$ cat src/rtl/scr1_dmem_ram_adapter.sv
// SCR1 32-bit data-memory port to 64-bit byte-enabled on-chip RAM.
// Four-state FSM with registered RAM strobes and core responses.
module scr1_dmem_ram_adapter #(
  parameter int ADDR_W    = 16,
  parameter int RAM_WORDS = 8192
) (
  input  logic              clk,
  input  logic              reset,
  input  logic              dmem_req,
  output logic              dmem_req_ack,
  input  logic              dmem_cmd,
  input  logic [1:0]        dmem_width,
  input  logic [ADDR_W-1:0] dmem_addr,
  input  logic [31:0]       dmem_wdata,
  output logic [31:0]       dmem_rdata,
  output logic [1:0]        dmem_resp,
  output logic [ADDR_W-4:0] ram_address,
  output logic [7:0]        ram_byteenable,
  output logic              ram_chipselect,
  output logic              ram_write,
  output logic [63:0]       ram_writedata,
  input  logic [63:0]       ram_readdata,
  output logic              ram_clken
);

  typedef enum logic [1:0] {
    IDLE,
    ACCESS,
    CAPTURE,
    RESP
  } state_t;

  localparam logic [1:0] RESP_IDLE = 2'b00;
  localparam logic [1:0] RESP_OK   = 2'b01;
  localparam logic [1:0] RESP_ERR  = 2'b10;

  state_t            state_q;
  logic              cmd_q;
  logic [1:0]        width_q;
  logic [2:0]        off_q;
  logic [31:0]       rdata_q;
  logic [1:0]        resp_q;
  logic [ADDR_W-4:0] addr_q;
  logic [7:0]        be_q;
  logic              cs_q;
  logic              we_q;
  logic [63:0]       wd_q;
  logic              clken_q;

  logic              illegal_d;
  logic [7:0]        be_d;
  logic [63:0]       wd_d;
  logic [31:0]       lane_d;
  logic [31:0]       idx_d;
  logic [31:0]       shifted_d;

  // Request legality, lane mask and replicated write data from the core bus
  always_comb begin
    illegal_d = 1'b0;
    be_d      = 8'h00;
    wd_d      = 64'h0;
    idx_d     = 32'(dmem_addr[ADDR_W-1:3]);
    case (dmem_width)
      2'b00: begin
        be_d = 8'h01 << dmem_addr[2:0];
        wd_d = {8{dmem_wdata[7:0]}};
      end
      2'b01: begin
        illegal_d = dmem_addr[0];
        be_d      = 8'h03 << dmem_addr[2:0];
        wd_d      = {4{dmem_wdata[15:0]}};
      end
      2'b10: begin
        illegal_d = |dmem_addr[1:0];
        be_d      = 8'h0F << dmem_addr[2:0];
        wd_d      = {2{dmem_wdata}};
      end
      default: illegal_d = 1'b1;
    endcase
    if (idx_d >= 32'(RAM_WORDS))
      illegal_d = 1'b1;
  end

  // Read lane extraction, zero-extended to 32 bits
  always_comb begin
    shifted_d = 32'(ram_readdata >> {off_q, 3'b000});
    lane_d    = shifted_d;
    case (width_q)
      2'b00:   lane_d = {24'h0, shifted_d[7:0]};
      2'b01:   lane_d = {16'h0, shifted_d[15:0]};
      default: lane_d = shifted_d;
    endcase
  end

  // Transaction FSM; every RAM strobe and core response is a flop
  always_ff @(posedge clk or posedge reset) begin
    if (reset) begin
      state_q <= IDLE;
      cmd_q   <= 1'b0;
      width_q <= 2'b00;
      off_q   <= 3'b000;
      rdata_q <= 32'h0;
      resp_q  <= RESP_IDLE;
      addr_q  <= '0;
      be_q    <= 8'h00;
      cs_q    <= 1'b0;
      we_q    <= 1'b0;
      wd_q    <= 64'h0;
      clken_q <= 1'b0;
    end else begin
      clken_q <= 1'b1;
      unique case (state_q)
        IDLE: begin
          resp_q <= RESP_IDLE;
          if (dmem_req && clken_q) begin
            cmd_q   <= dmem_cmd;
            width_q <= dmem_width;
            off_q   <= dmem_addr[2:0];
            rdata_q <= 32'h0;
            if (illegal_d) begin
              resp_q  <= RESP_ERR;
              state_q <= RESP;
            end else begin
              cs_q    <= 1'b1;
              we_q    <= dmem_cmd;
              addr_q  <= dmem_addr[ADDR_W-1:3];
              be_q    <= be_d;
              wd_q    <= wd_d;
              state_q <= ACCESS;
            end
          end
        end
        ACCESS: begin
          cs_q <= 1'b0;
          we_q <= 1'b0;
          be_q <= 8'h00;
          if (cmd_q) begin
            resp_q  <= RESP_OK;
            state_q <= RESP;
          end else begin
            state_q <= CAPTURE;
          end
        end
        CAPTURE: begin
          rdata_q <= lane_d;
          resp_q  <= RESP_OK;
          state_q <= RESP;
        end
        RESP: begin
          resp_q  <= RESP_IDLE;
          rdata_q <= 32'h0;
          state_q <= IDLE;
        end
        default: state_q <= IDLE;
      endcase
    end
  end

  assign dmem_req_ack   = (state_q == IDLE) && clken_q;
  assign dmem_rdata     = rdata_q;
  assign dmem_resp      = resp_q;
  assign ram_address    = addr_q;
  assign ram_byteenable = be_q;
  assign ram_chipselect = cs_q;
  assign ram_write      = we_q;
  assign ram_writedata  = wd_q;
  assign ram_clken      = clken_q;

endmodule

$ cat config.mk
export PLATFORM = sky130hd
export DESIGN_NAME = scr1_dmem_ram_adapter
export DESIGN_NICKNAME = d
export VERILOG_FILES = /design/src/rtl/scr1_dmem_ram_adapter.sv
export SDC_FILE = /design/constraint.sdc
export NUM_CORES = 1
export LEC_CHECK = 0
export BUFFER_PORTS_ARGS = -buffer_cell sky130_fd_sc_hd__clkbuf_2
export CAP_MARGIN = 20
export CORE_ASPECT_RATIO = 0.6
export CORE_UTILIZATION = 35
export DETAILED_ROUTE_END_ITERATION = 12
export PLACE_DENSITY = 0.61
export REMOVE_ABC_BUFFERS = 1
export SLEW_MARGIN = 20
export SYNTH_ARGS = -nofsm -noshare
export SYNTH_HDL_FRONTEND = slang
export SYNTH_SLANG_ARGS = --single-unit
$ cat constraint.sdc
create_clock -name clk -period 3.8 [get_ports clk]
set_clock_uncertainty 0.2 [all_clocks]
set_input_delay 0.95 -clock clk [delete_from_list [all_inputs] [get_ports clk]]
set_output_delay 0.95 -clock clk [all_outputs]
set_load 0.05 [all_outputs]
### Word-level counts from Yosys, hierarchy flattened

Index checks and enable logic that the tools add are counted.

| operators by class | value |
|---|---|
| eq/ne operators | 9 |
| shift operators | 4 |
| mux-type cells | 23 |
| bitwise gates (word level) | 1 |
| reduce and logical (&&, ||, !) cells | 12 |

Operators by type and width:

| operator | count |
|---|---|
| case mux 64 bit (3 select lines) | 1 |
| case mux 32 bit (3 select lines) | 1 |
| case mux 32 bit (2 select lines) | 1 |
| right shift 64 x 6 -> 32 bit | 1 |
| 2-to-1 mux 32 bit | 1 |
| case mux 8 bit (3 select lines) | 1 |
| 2-to-1 mux 8 bit | 2 |
| case mux 2 bit (4 select lines) | 2 |
| case mux 8 bit (2 select lines) | 1 |
| 2-to-1 mux 2 bit | 5 |
| << shifter 1 x 3 -> 8 bit (first input constant) | 1 |
| << shifter 2 x 3 -> 8 bit (first input constant) | 1 |
| << shifter 4 x 3 -> 8 bit (first input constant) | 1 |
| == test 2 x 1 -> 1 bit (second input constant) | 3 |
| == test 2 bit (second input constant) | 3 |
| zero test 2 bit | 3 |
| != test 2 bit (second input constant) | 3 |
| AND reduction 3 bit | 2 |
| 2-to-1 mux 1 bit | 5 |
| case mux 1 bit (2 select lines) | 2 |
| AND reduction 2 bit | 2 |
| case mux 1 bit (3 select lines) | 1 |
| nonzero test 3 bit | 1 |
| logical AND 1 bit | 2 |
| other kinds (3) | 3 |

| storage, ports and cells | value |
|---|---|
| register bits | 130 |
| bits of input ports | 118 |

### Logic depth before layout (Yosys ltp)

Gate-level depths: netlist (run 1).

| logic depth | value |
|---|---|
| word-level depth | 5 |
| depth in mapped cells | 9 |
| mapped depth without buffers | 6 |

### Worst setup path before layout (run 1)

OpenSTA, ideal clock, no wires.

| path | value |
|---|---|
| kind | input-to-reg |
| start point | in dmem_width[0] |
| end point | reg be_q[4] (netlist: ram_byteenable[4]) |
| stages | 9 |
| path slack | 1.138 ns |
| buffers on the path | 3 |
| arrival | 2.322 ns |
| path through | inv_1 > ha_1 > buf_2 > a21o_1 > a211o_1 > buf_6 > buf_2 > a32oi_1 > a21oi_1 |

| between the ends | value |
|---|---|
| longest elaborated chain between the ends | 5 |

RTL lines:

| item | line | source |
|---|---|---|
| start, declared | 12 | `input logic [1:0] dmem_width,` |
| == test 2 bit, or another cell as far along | 63 | `case (dmem_width)` |
| case mux 8 bit (3 select lines) | 63 |  |
| 2-to-1 mux 8 bit | 120 | `if (illegal_d) begin` |
| 2-to-1 mux 8 bit | 115 | `if (dmem_req && clken_q) begin` |
| case mux 8 bit (2 select lines) | 112 | `unique case (state_q)` |
| end signal, assigned | 105 | `be_q <= 8'h00;` |
| end signal, assigned | 127 | `be_q <= be_d;` |
| end signal, assigned | 136 | `be_q <= 8'h00;` |
| end, declared | 44 | `logic [7:0] be_q;` |

Parallel ways exist; a longest one is shown, timed or not. The select of a mux whose other input is x is not followed.
A chain may end at the register's enable or synchronous reset.

### Final worst setup path (run 1)

| path | value |
|---|---|
| start point | reg state_q[1] |
| end point | out dmem_req_ack |

| between the ends | value |
|---|---|
| longest elaborated chain between the ends | 2 |

RTL lines:

| item | line | source |
|---|---|---|
| start, declared | 37 | `state_t state_q;` |
| start signal, assigned | 98 | `state_q <= IDLE;` |
| start signal, assigned | 122 | `state_q <= RESP;` |
| start signal, assigned | 129 | `state_q <= ACCESS;` |
| zero test 2 bit | 159 | `assign dmem_req_ack = (state_q == IDLE) && clken_q;` |
| logical AND 1 bit | 159 |  |
| end, declared | 10 | `output logic dmem_req_ack,` |

Every way passes these cells.

==> flow_summary_export.csv, run 1 <==
group,metric,value,unit
sta,period_share,77.4,%
layout,mostFrequentLayoutCell,"clkbuf_2",
synthesis,async_flop_share,100,%
placement,dpl.hpwl,12.5,mm
setup_path,cp.depth,4,
synthesis,synth_cell_types,45,
synthesis,synth-edff-count,0,
sta,hold_viol,0,
die,io_pins,241,
setup_path,cp_top_family,"adder cells",
route,ant_nets,0,
run_status,outcome,"finished, final reports clean",
power_and_ir_drop,p_seq_share,26.9,%
sta,rsz0062_at_grt,"false",
route,dr_total_vias,5045,
die,rows,36,
layout,syn_to_final_growth,23.7,%
route,drt_wl_total,16.7,mm
placement,dp_slack,0.821,ns
power_and_ir_drop,clockPowerShare,12.6,%
setup_path,startpoint_type,"flop",
min_path,hold_path.class,"flop to flop",
sta,hold_ws,0.279,ns
die,die_area,17200,um^2
power_and_ir_drop,power.internal,0.00304,W
sta,max_freq,340,MHz
sta,slew_headroom,33.4,%
layout,final_nets,887,
layout,seqCellArea,2450,um^2
die,die_height,102,um
clock_network,htree_levels,3,
synthesis,synth_ff_type,"dfrtp_1",
clock_network,clkSinkCount,98,
clock_network,cts_buffer_depth,2,
setup_path,crit_arrival,1.79,ns
clock_network,numCtsBuffers,9,
power_and_ir_drop,vdd.ir_drop.worst,0.000679,V
route,firstDrtPassIters,4,
setup_path,slowest_stage,"ha_1",
clock_network,cts.root.buffer_cell,"clkbuf_16",
placement,numPortBuffers,240,
route,wl_per_cell,17.2,um
sta,setup_viol,0,
placement,gp_congestion,0.810,
die,coreArea,16200,um^2
layout,n_antenna_cell,0,
grt,track_usage,19.4,%
setup_path,critPathKind,"flop to primary output",
synthesis,ys_warn_count,0,
setup_path,r2r_start,"state_q[0]",
layout,final_cell_mix,"clkbuf_2 (240), nand2_1 (97), dfrtp_1 (96)",
synthesis,synth_area,5820,um^2
setup_path,r2r_setup_slack,1.00,ns
sta,min_period,2.94,ns
sta,worst_pin_slew,0.999,ns
clock_network,post_cts_buffers,0,
clock_network,cts_hold_buf,0,
layout,multiInputGateArea,2860,um^2
setup_path,r2r_cells,6,
sta,finalMaxSlewViolations,0,
route,vias_per_cell,5.19,
clock_network,cts.clk_slew.worst_paths,0.08,ns
power_and_ir_drop,power_frac_comb,60.5,%
die,fp.dieW,168,um
synthesis,synth_cells,575,
setup_path,crit_end,"dmem_req_ack",
power_and_ir_drop,leakagePower,3.63,nW
grt,grt_pass1_wl,25.8,mm
layout,n_fill_cell,1603,
setup_path,end_kind,"primary output",
grt,grt_pass1_vias,4644,
clock_network,cts_tree,"yes",
run,cap_violations,0,
grt,grt_overflow,0,
power_and_ir_drop,power_density,972,nW/um^2
layout,drive_above_1_share,40.6,%
setup_path,crit_fanout,12,
power_and_ir_drop,p_sw,0.00395,W
setup_path,max_stage_delay,0.43,ns
sta,setup_ws,0.859,ns
route,drc_errors,0,
clock_network,clk_latency,0.34,ns
setup_path,cp-startpoint,"state_q[1]",
setup_path,path_buf_inv,2,
clock_network,cts-resized-gates,0,
die,initial_utilization,35.9,%
setup_path,crit_required,2.65,ns
grt,antenna_found_initial,0,
synthesis,ys_seq_elements,98,
synthesis,seq_area_frac_synth,42.2,%
synthesis,avgSynthCellArea,10.1,um^2
grt,grt_max_degree,63,
route,drt_iter0_drc,254,
power_and_ir_drop,netSwitchingFraction,56.5,%
setup_path,worstPathCellList,"inv_1 -> ha_1 -> and2_1 -> clkbuf_2",
setup_path,reg2reg_to,"dmem_rdata[28]",
[cell families (layout without fill, tap and decap cells)]
logic type | count (synthesis) | after routing | synth area share (%)
mux | 63 | 63 | 14.4
fa+ha+maj | 11 | 11 | 2.37
compound gates | 149 | 149 | 19.1
buf+inv | 86 | 274 | 8.89
simple gates | 167 | 167 | 13.1
flops | 98 | 98 | 42.2
other cells | 1 | 1 | 0.0645
[cells in the mapped netlist, types with 6 or more instances]
master	count	area share [%]
dfrtp_1	98	42
nand2_1	97	6.3
mux2i_1	42	7.2
o21ai_0	38	3.3
buf_4	33	4.3
a21oi_1	25	2.2
nor2_1	24	1.5
buf_2	20	1.7
a211oi_1	18	2.3
clkbuf_1	18	1.2
mux4_2	16	6.2
nand3_1	14	1.2
a22o_1	12	1.8
ha_1	11	2.4
nor2b_1	10	1.1
a22oi_1	9	1.2
a32o_1	9	1.5
a221o_1	8	1.4
a221oi_2	8	2.1
o211ai_1	8	1.0
buf_6	6	1.2
inv_1	6	0.39
[worst min path at each step]
stage / start / to / depth (start not counted)
6_report: ram_address[2] / ram_address[2] / 2
5_1_grt: dmem_rdata[4] / dmem_rdata[4] / 2
4_1_cts: ram_address[2] / ram_address[2] / 2
3_5_place_dp: ram_address[0] / ram_address[0] / 2
3_3_place_gp: ram_address[1] / ram_address[1] / 2
2_1_floorplan: width_q[0] / width_q[0] / 2
[sequential cells by signal (all words and copies together), names as in the netlist, 2 cells and up]
name and count:
dmem_rdata 32, off_q 3, ram_byteenable 8, width_q 2, ram_address 13, dmem_resp 2
state_q 2, ram_writedata 32
[worst reg2reg max path, delay by kind of cell, from the launching register on]
family	cells	cell delay (ns)
AND/OR/NAND/NOR	2	1.21
AO/OA/AOI/OAI	2	0.49
flip-flops	1	0.39
adder cells (fa/ha/maj)	1	0.36
buffers and inverters	1	0.10
[cell type report]
class	count	area share (%)
Timing Repair Buffer	252	18.3
Sequential cell	98	34.1
Clock inverter	7	0.800
Clock buffer	9	3.13
Tap cell	209	3.63
Inverter	6	0.348
Multi-Input combinational cell	391	39.7
[metal layers]
metal  vias to the layer above  share of wire (%)  track usage [%]
met5                         -                  0                0
met4                         0               0.41             2.73
met3                         9                7.6             5.65
li1                       2426                  -                -
met2                       185                 41             26.6
met1                      2425                 51             30.0
[through the flow]
stage / TNS (ns) / cell area (um^2) / utilization [%] / power [W] / std cells
floorplan: -0.0736 / 5320 / - / 0.00503 / 495
global placement: 0 / 6910 / 42.6 / 0.00613 / 956
detailed placement: 0 / 6910 / 42.6 / 0.00615 / 956
CTS: 0 / 7200 / 44.4 / 0.00706 / 972
global route: 0 / 7200 / 44.4 / 0.00741 / 972
finish: 0 / 7200 / 44.4 / 0.00699 / 972
[power groups by stage]
stage	combinational [W]	clock, W	sequential (W)
5_1_grt	0.00451	0.000959	0.00194
3_3_place_gp	0.00424	0	0.00190
6_report	0.00423	0.000882	0.00188
4_1_cts	0.00426	0.000921	0.00189
3_5_place_dp	0.00424	0	0.00190
2_1_floorplan	0.00118	0	0.00385
(Power assumes the default switching activity.)
==> run 2, diff against run 1 <==
--- a/config.mk
+++ b/config.mk
@@ -10,7 +10,7 @@
 export CORE_ASPECT_RATIO = 0.6
 export CORE_UTILIZATION = 35
 export DETAILED_ROUTE_END_ITERATION = 12
-export PLACE_DENSITY = 0.61
+export PLACE_DENSITY = 0.58
 export REMOVE_ABC_BUFFERS = 1
 export SLEW_MARGIN = 20
 export SYNTH_ARGS = -nofsm -noshare
==> constraint.sdc (replaced) <==
create_clock -name clk -period 2.95 [get_ports clk]
set_clock_uncertainty 0.2 [all_clocks]
set_input_delay 0.7375 -clock clk [delete_from_list [all_inputs] [get_ports clk]]
set_output_delay 0.7375 -clock clk [all_outputs]
set_load 0.05 [all_outputs]
==> run 2 against run 1 <==
  * Flip-flop and latch count did not move
  * Wire length rose by 5.5%
  * Highest routed layer unchanged
  * Total power rose by 30%
  * Register-to-register slack got worse by 0.75 ns
  * Combinational power rose by 32%
==> flow_summary_export.csv, run 2 (same netlist as run 1, synthesis figures left out) <==
group,metric,value,unit
route,wl_met2,8.08,mm
run_status,outcome,"finished, final reports clean",
layout,mostFrequentLayoutCell,"clkbuf_2",
clock_network,clk_latency,0.34,ns
setup_path,critPathKind,"flop to flop",
sta,min_period,2.70,ns
route,wl_per_cell,18.0,um
clock_network,clkSinkCount,98,
setup_path,crit_arrival,2.77,ns
grt,grt_pass1_vias,4861,
setup_path,reg2reg_to,"dmem_rdata[25]",
route,drt_iter0_drc,344,
layout,final_cell_mix,"clkbuf_2 (240), nand2_1 (97), dfrtp_1 (97)",
layout,drive_above_1_share,40.9,%
min_path,hold_path.class,"input port to async pin",
sta,rsz0062_at_grt,"false",
setup_path,startpoint_type,"flop",
power_and_ir_drop,leakagePower,3.67,nW
power_and_ir_drop,power_density,1260,nW/um^2
setup_path,crit_end,"dmem_rdata[25]",
route,firstDrtPassIters,5,
setup_path,end_kind,"flop",
clock_network,cts-resized-gates,0,
die,initial_utilization,35.9,%
route,highest_layer,"met4",
route,wl_met3,1.05,mm
setup_path,cp-startpoint,"state_q[0]",
setup_path,slowest_stage,"nor4_4",
grt,antenna_found_initial,0,
layout,n_antenna_cell,0,
setup_path,r2r_setup_slack,0.25,ns
clock_network,htree_levels,3,
sta,worst_pin_slew,0.807,ns
sta,slew_headroom,45.8,%
clock_network,cts_hold_buf,0,
sta,max_freq,370,MHz
placement,dpl.hpwl,13.3,mm
setup_path,worstPathCellList,"inv_1 -> ha_1 -> a21boi_2 -> nor4_4 -> and3b_1 -> a221o_1",
sta,setup_viol,0,
route,met1Wirelength,8.28,mm
setup_path,r2r_cells,6,
die,rows,36,
route,drc_errors,0,
grt,grt_max_degree,58,
clock_network,cts.clk_slew.worst_paths,0.07,ns
power_and_ir_drop,vdd.ir_drop.worst,0.000614,V
die,fp.dieW,168,um
layout,final_nets,894,
clock_network,cts.root.buffer_cell,"clkbuf_16",
setup_path,max_stage_delay,0.63,ns
route,drt_wl_total,17.6,mm
sta,finalMaxSlewViolations,0,
clock_network,post_cts_buffers,0,
route,vias_per_cell,5.38,
placement,numPortBuffers,240,
route,ant_nets,0,
die,die_area,17200,um^2
layout,syn_to_final_growth,24.6,%
grt,grt_pass1_wl,27.0,mm
sta,hold_viol,0,
grt,track_usage,20.2,%
placement,gp_congestion,0.865,
power_and_ir_drop,power.total,0.00910,W
setup_path,r2r_start,"state_q[0]",
clock_network,cts_tree,"yes",
clock_network,numCtsBuffers,9,
sta,hold_ws,0.122,ns
die,coreArea,16200,um^2
setup_path,crit_required,3.02,ns
route,dr_total_vias,5270,
grt,grt_overflow,0,
sta,period_share,91.5,%
layout,utilization,44.7,%
clock_network,cts_buffer_depth,2,
setup_path,crit_fanout,9,
layout,n_fill_cell,1569,
die,io_pins,241,
die,die_height,102,um
run,cap_violations,0,
## run 2: worst max-delay path, delay by kind of cell (launching register included)
kind	cells	cell delay (ns)
flip-flops	1	0.38
AND/OR/NAND/NOR	2	1.19
AO/OA/AOI/OAI	2	0.47
buffers and inverters	1	0.10
adder cells (fa/ha/maj)	1	0.30
## run 2: final cells by class
class | count | area [um^2] | share of cell area, %
repair buffers | 259 | 1370 | 18.9
well taps | 209 | 262 | 3.61
inverters | 6 | 25.0 | 0.345
clock inverters | 5 | 38.8 | 0.535
clock buffers | 11 | 243 | 3.35
flip-flops and latches | 98 | 2450 | 33.9
multi-input cells | 391 | 2860 | 39.4
## run 2: report_power, final
group	leakage [nW]	total (W)	internal (W)	switching [W]
clock	0.136	0.00114	0.000601	0.000541
sequential	1.28	0.00238	0.00189	0.000495
combinational	2.26	0.00557	0.00148	0.00409
total	3.67	0.00910	0.00397	0.00513
## run 2: routing by layer
metal,up-vias,global-route usage [%]
li1,2427,-
met1,2606,29.2
met2,223,31.0
met3,14,4.11
met4,0,4.69
met5,-,0
## run 2: stage by stage
step           std cells  setup WS, ns  instance area (um^2)  TNS, ns
2_1_floorplan        495        -0.686                  5320   -84.01
3_3_place_gp         963         0.199                  6960        0
3_5_place_dp         963         0.133                  6960        0
4_1_cts              979         0.168                  7250        0
5_1_grt              979        0.0369                  7250        0
6_report             979         0.251                  7250        0
## run 2: how the worst min path moves through the flow
| stage | end | cells after the start | startpoint | slack (ns) |
|---|---|---|---|---|
| detailed placement | ram_address[3] | 2 | ram_address[3] | 0.27 |
| global placement | ram_address[0] | 2 | ram_address[0] | 0.26 |
| global route | ram_writedata[62] | 2 | reset | 0.12 |
| CTS | ram_writedata[62] | 2 | reset | 0.12 |
| finish | ram_writedata[62] | 2 | reset | 0.12 |
| floorplan | width_q[0] | 2 | width_q[0] | 0.24 |
